File: config.mk
export PLATFORM = sky130hd
export DESIGN_NAME = satarx_crc
export DESIGN_NICKNAME = d
export VERILOG_FILES = /design/src/rtl/satarx_crc.sv
export SDC_FILE = /design/constraint.sdc
export NUM_CORES = 1
export LEC_CHECK = 0
export BUFFER_PORTS_ARGS = -buffer_cell sky130_fd_sc_hd__buf_2
export CAP_MARGIN = 20
export CORE_MARGIN = 10
export CORE_UTILIZATION = 45
export DETAILED_ROUTE_END_ITERATION = 12
export GPL_ROUTABILITY_DRIVEN = 0
export PLACE_DENSITY = 0.67
export SETUP_SLACK_MARGIN = 0.3
export SYNTH_ARGS = -nofsm -noshare
export SYNTH_HDL_FRONTEND = slang
export SYNTH_SLANG_ARGS = --single-unit
File: constraint.sdc
create_clock -name S_AXI_ACLK -period 4.89 [get_ports S_AXI_ACLK]
set_clock_uncertainty 0.2 [all_clocks]
set_input_delay 0.2445 -clock S_AXI_ACLK [delete_from_list [all_inputs] [get_ports S_AXI_ACLK]]
set_output_delay 0.2445 -clock S_AXI_ACLK [all_outputs]
set_load 0.02 [all_outputs]
File: src/rtl/satarx_crc.sv
// Receive-side SATA CRC checker: strips the trailing CRC dword of each frame,
// forwards the data dwords and flags a CRC mismatch on the last one via TUSER.
module satarx_crc #(
  parameter logic [31:0] POLYNOMIAL   = 32'h04c1_1db7,
  parameter logic [31:0] INITIAL_CRC  = 32'h5232_5032,
  parameter logic        OPT_LOWPOWER = 1'b1
) (
  input  logic        S_AXI_ACLK,
  input  logic        S_AXI_ARESET,
  input  logic        S_AXIS_TVALID,
  output logic        S_AXIS_TREADY,
  input  logic [31:0] S_AXIS_TDATA,
  input  logic        S_AXIS_TLAST,
  output logic        M_AXIS_TVALID,
  input  logic        M_AXIS_TREADY,
  output logic [31:0] M_AXIS_TDATA,
  output logic        M_AXIS_TLAST,
  output logic        M_AXIS_TUSER,
  output logic        o_crc_err,
  output logic        o_short_err
);

  localparam logic [0:0] S_EMPTY = 1'b0;
  localparam logic [0:0] S_HOLD  = 1'b1;

  logic [0:0]  state_reg;
  logic [31:0] hold_reg;
  logic [31:0] crc_reg;
  logic [31:0] crc_next;
  logic        m_valid_reg;
  logic [31:0] m_data_reg;
  logic        m_last_reg;
  logic        m_user_reg;
  logic        crc_err_reg;
  logic        short_err_reg;
  logic        ostall;
  logic        accept;
  logic        crc_bad;

  // Serial MSB-first CRC update of one dword, unrolled into combinational logic.
  function automatic logic [31:0] adv(input logic [31:0] sreg_in, input logic [31:0] d);
    logic [31:0] sreg;
    sreg = sreg_in;
    for (int k = 0; k < 32; k++) begin
      if (sreg[31] ^ d[31-k])
        sreg = {sreg[30:0], 1'b0} ^ POLYNOMIAL;
      else
        sreg = {sreg[30:0], 1'b0};
    end
    return sreg;
  endfunction

  assign crc_next      = adv(crc_reg, hold_reg);
  assign crc_bad       = (crc_next != S_AXIS_TDATA);
  assign ostall        = m_valid_reg && !M_AXIS_TREADY;
  assign S_AXIS_TREADY = !S_AXI_ARESET && ((state_reg == S_EMPTY) || !ostall);
  assign accept        = S_AXIS_TVALID && S_AXIS_TREADY;

  // Frame state: the held dword only becomes "data" once a later dword arrives.
  always_ff @(posedge S_AXI_ACLK or posedge S_AXI_ARESET) begin
    if (S_AXI_ARESET) begin
      state_reg <= S_EMPTY;
      hold_reg  <= 32'h0;
      crc_reg   <= INITIAL_CRC;
    end else if (accept) begin
      if (state_reg == S_EMPTY) begin
        if (S_AXIS_TLAST) begin
          crc_reg <= INITIAL_CRC;
        end else begin
          hold_reg  <= S_AXIS_TDATA;
          state_reg <= S_HOLD;
        end
      end else if (S_AXIS_TLAST) begin
        crc_reg   <= INITIAL_CRC;
        state_reg <= S_EMPTY;
      end else begin
        hold_reg <= S_AXIS_TDATA;
        crc_reg  <= crc_next;
      end
    end
  end

  always_ff @(posedge S_AXI_ACLK or posedge S_AXI_ARESET) begin
    if (S_AXI_ARESET) begin
      m_valid_reg <= 1'b0;
      m_data_reg  <= 32'h0;
      m_last_reg  <= 1'b0;
      m_user_reg  <= 1'b0;
    end else if (!ostall) begin
      if (accept && (state_reg == S_HOLD)) begin
        m_valid_reg <= 1'b1;
        m_data_reg  <= hold_reg;
        m_last_reg  <= S_AXIS_TLAST;
        m_user_reg  <= S_AXIS_TLAST && crc_bad;
      end else begin
        m_valid_reg <= 1'b0;
        if (OPT_LOWPOWER) begin
          m_data_reg <= 32'h0;
          m_last_reg <= 1'b0;
          m_user_reg <= 1'b0;
        end
      end
    end
  end

  // Error pulses; a CRC-only frame never reaches the CRC compare, so they are exclusive.
  always_ff @(posedge S_AXI_ACLK or posedge S_AXI_ARESET) begin
    if (S_AXI_ARESET) begin
      crc_err_reg   <= 1'b0;
      short_err_reg <= 1'b0;
    end else begin
      crc_err_reg   <= accept && (state_reg == S_HOLD) && S_AXIS_TLAST && crc_bad;
      short_err_reg <= accept && (state_reg == S_EMPTY) && S_AXIS_TLAST;
    end
  end

  assign M_AXIS_TVALID = m_valid_reg;
  assign M_AXIS_TDATA  = m_data_reg;
  assign M_AXIS_TLAST  = m_last_reg;
  assign M_AXIS_TUSER  = m_user_reg;
  assign o_crc_err     = crc_err_reg;
  assign o_short_err   = short_err_reg;

endmodule
==> summary.md <==
• **Mapped Area** 7695 sq um
• **post-route met1 wirelength** 9555 microns
• **pin count of the biggest net entering global routing** 58
• **critical path capture point type** flop
• **sum of met3 wire segment lengths after detailed routing** 2282 microns
• **sum of overflow across all layers after global routing** 0
• **total number of vias** 5524
• **Final Cell Area** 10190 sq um
• **launch instance of the worst register-to-register path** hold_reg[25]
• **largest fanout of any net on the critical path** 5
• **most common flop cell mapped by yosys** dfrtp_1
• **clk sink count** 102
• **highest-count cells in the layout ignoring fill and taps** 111 x xnor2_1, 87 x buf_4, 85 x dfrtp_1
• **Final #Nets** 823
• **Clock transition at path regs** 0.07 ns
• **Area Growth Syn to Fin** 32.47%
• **worst setup path class** flop to flop
• **CTS tree** yes
• **io pins** 75
• **number of standard cells after synthesis** 594
• **compound-gate portion of the synthesized area** 7.285%
• **post-layout min period** 4.629 ns
• **initial antenna violation count** 0
• **routed length per instance** 23.46 microns
• **mean number of vias per cell** 5.464
• **buffer cell driving the clock tree root** clkbuf_16
• **global-route wire length before repair** 33810 microns
• **instance area after placement** 8534 sq um
• **timing-limited maximum frequency** 216.0 MHz
• **Post-Synth XOR/XNOR Area** 49.64%
• **capture instance of the worst register-to-register path** M_AXIS_TUSER
• **Max-cap violations** 0
• **number of distinct standard cells referenced by the synthesized netlist** 40
• **count of input and output buffers** 74
• **Mapped Avg Cell Area** 12.95 sq um
• **GRT Overall Usage** 20.00%
• **Post-route DRC** 0
• **setup total negative slack** 0 ns
• **routed wl met2** 11150 microns
• **Max transition margin** 23.10%
• **critical path endpoint** M_AXIS_TUSER
• **WP data required** 4.94 ns
• **Antenna Violating Nets Remaining** 0
• **status** finished, final reports clean
• **fillcell total** 1275
• **Yosys Warn Count** 0
• **part of the Yosys area used for sequential elements** 33.35%
• **Antenna Diode Count** 0
• **nets in the synthesized netlist** 631
• **fraction of layout instances using a drive strength above 1** 41.85%
• **Final Non-Filler Cells** 1011
• **Post-DP HPWL** 17420 microns
• **number of buffers created by CTS** 9
• **final number of setup-violating endpoints** 0
• **number of cell rows** 47
• **Starting DRT DRC Count** 446
• **synthesized-area fraction occupied by and/or/nand/nor cells** 3.772%
• **effective utilization at floorplan** 46.07%
• **horizontal die dimension** 150.8 microns
• **vertical die dimension** 150.8 microns
• **Worst Setup Start Kind** flop
• **maximum root-to-sink buffer count** 2
• **total count of hold-check failures in the final report** 0
• **later-pin clock latency in the skew report** 0.37 ns
• **hold slack** 0.02367 ns
• **area of the die** 22730 sq um
• **Post-synth EDFFs** 0
• **adder and majority gate portion of the synthesized area** 0%
• **flop2flop setup slack** 0.26 ns
• **share of synthesized area spent on multiplexers** 4.813%
• **worst setup path start** hold_reg[25]
• **vias in the first global route** 5489
• **highest routed layer** met4
• **DRT Wirelength** 23720 microns
• **placed cells** 903
• **most common cell after layout, fill and taps aside** xnor2_1
• **post-route clock period utilization** 94.66%
• **Data arrival, critical path** 4.68 ns
• **Worst Reg2Reg Path Length in Cells** 14
• **max-slew violation count** 0
• **first-pass iteration count of the detailed router** 5
• **flip-flop and latch count after synthesis** 102
• **number of H-tree branching levels** 3
• **path type of the worst min-delay path** primary input to flop
• **Synth async-reset ratio** 100.0%
• **Tightest Pin Transition** 1.149 ns
• **core area** 16700 sq um
• **largest family of logic cells by synthesized area** XOR/XNOR gates
• **RSZ-0062 raised after global routing** false
-- layout make-up --
type                            instances  area, sq um  area share, %
Multi-Input combinational cell        470         5599          54.93
Sequential cell                       102         2574          25.25
Timing Repair Buffer                  199         1446          14.19
Tap cell                              220        275.3          2.700
Clock buffer                            9        225.2          2.209
Clock inverter                          7        56.30         0.5524
Inverter                                4        17.52         0.1718
-- worst min-delay path by stage --
stage | start | slack [ns] | to | cells past startpoint
after floorplan | S_AXI_ARESET | 0.12 | o_short_err | 1
after global placement | S_AXI_ARESET | 0.17 | o_short_err | 2
after detailed placement | S_AXI_ARESET | 0.17 | o_short_err | 2
after CTS | S_AXIS_TDATA[25] | 0.005 | hold_reg[25] | 2
after global routing | S_AXIS_TDATA[18] | 0.02 | hold_reg[18] | 2
final | S_AXIS_TDATA[17] | 0.02 | hold_reg[17] | 2
-- logic make-up (layout without fill, tap and decap cells) --
logic type / Yosys count / count (layout)
compound gates: 77 / 77
buf+inv: 22 / 219
simple gates: 64 / 64
mux: 33 / 33
flops: 102 / 102
xor+xnor: 296 / 296
-- cells in the mapped netlist (all sizes together), types with 2 or more instances --
cell / number / area share [%]
xnor3: 63 / 19
mux2: 32 / 4.7
inv: 4 / 0.20
a22o: 40 / 4.6
o21ai: 15 / 0.98
clkbuf: 16 / 0.78
nor4: 2 / 0.16
dfrtp: 91 / 30
nor2: 20 / 0.98
dfstp: 11 / 3.8
xor3: 11 / 3.4
a21o: 2 / 0.20
nand4: 3 / 0.24
buf: 2 / 0.16
a21oi: 15 / 0.98
nand3: 4 / 0.26
nand2: 24 / 1.2
xnor2: 157 / 20
or3: 4 / 0.33
xor2: 65 / 8.0
-- critical path, cell delays in order, from the launching register on --
cell and delay (ns):
dfrtp_1 0.46, xnor2_4 0.29, buf_4 0.21, buf_4 0.12, xnor2_1 0.11, xnor3_2 0.52, xor3_1 0.59, xnor2_1 0.37
xor2_1 0.37, xnor2_2 0.22, o221a_2 0.25, nand4_1 0.14, nor4_2 0.33, a31oi_1 0.16, a21o_1 0.17
-- through the flow --
stage                     setup WS [ns]  util (%)
final                            0.2612     61.04
after global routing             0.2023     61.04
after CTS                        0.3052     56.27
after global placement          0.01123     51.10
after floorplan                  0.3601         -
after detailed placement       0.001886     51.10
-- what timing repair did --
item                       4_1_cts  5_1_grt
setup buffers                    4       56
resized for setup               30       60
pin swaps                       10       52
hold buffers                    32        0
setup endpoints to repair        2        2
hold endpoints to repair        70        0
-- metal layers --
metal  GRT usage [%]  vias up
li1                -     2424
met1           25.64     2758
met2           31.34      284
met3           6.663       58
met4           6.208        0
met5               0        -
Power is left out: the tool's default activity adds up to more than one toggle a clock period on the data nets, which glitch-free logic cannot reach.
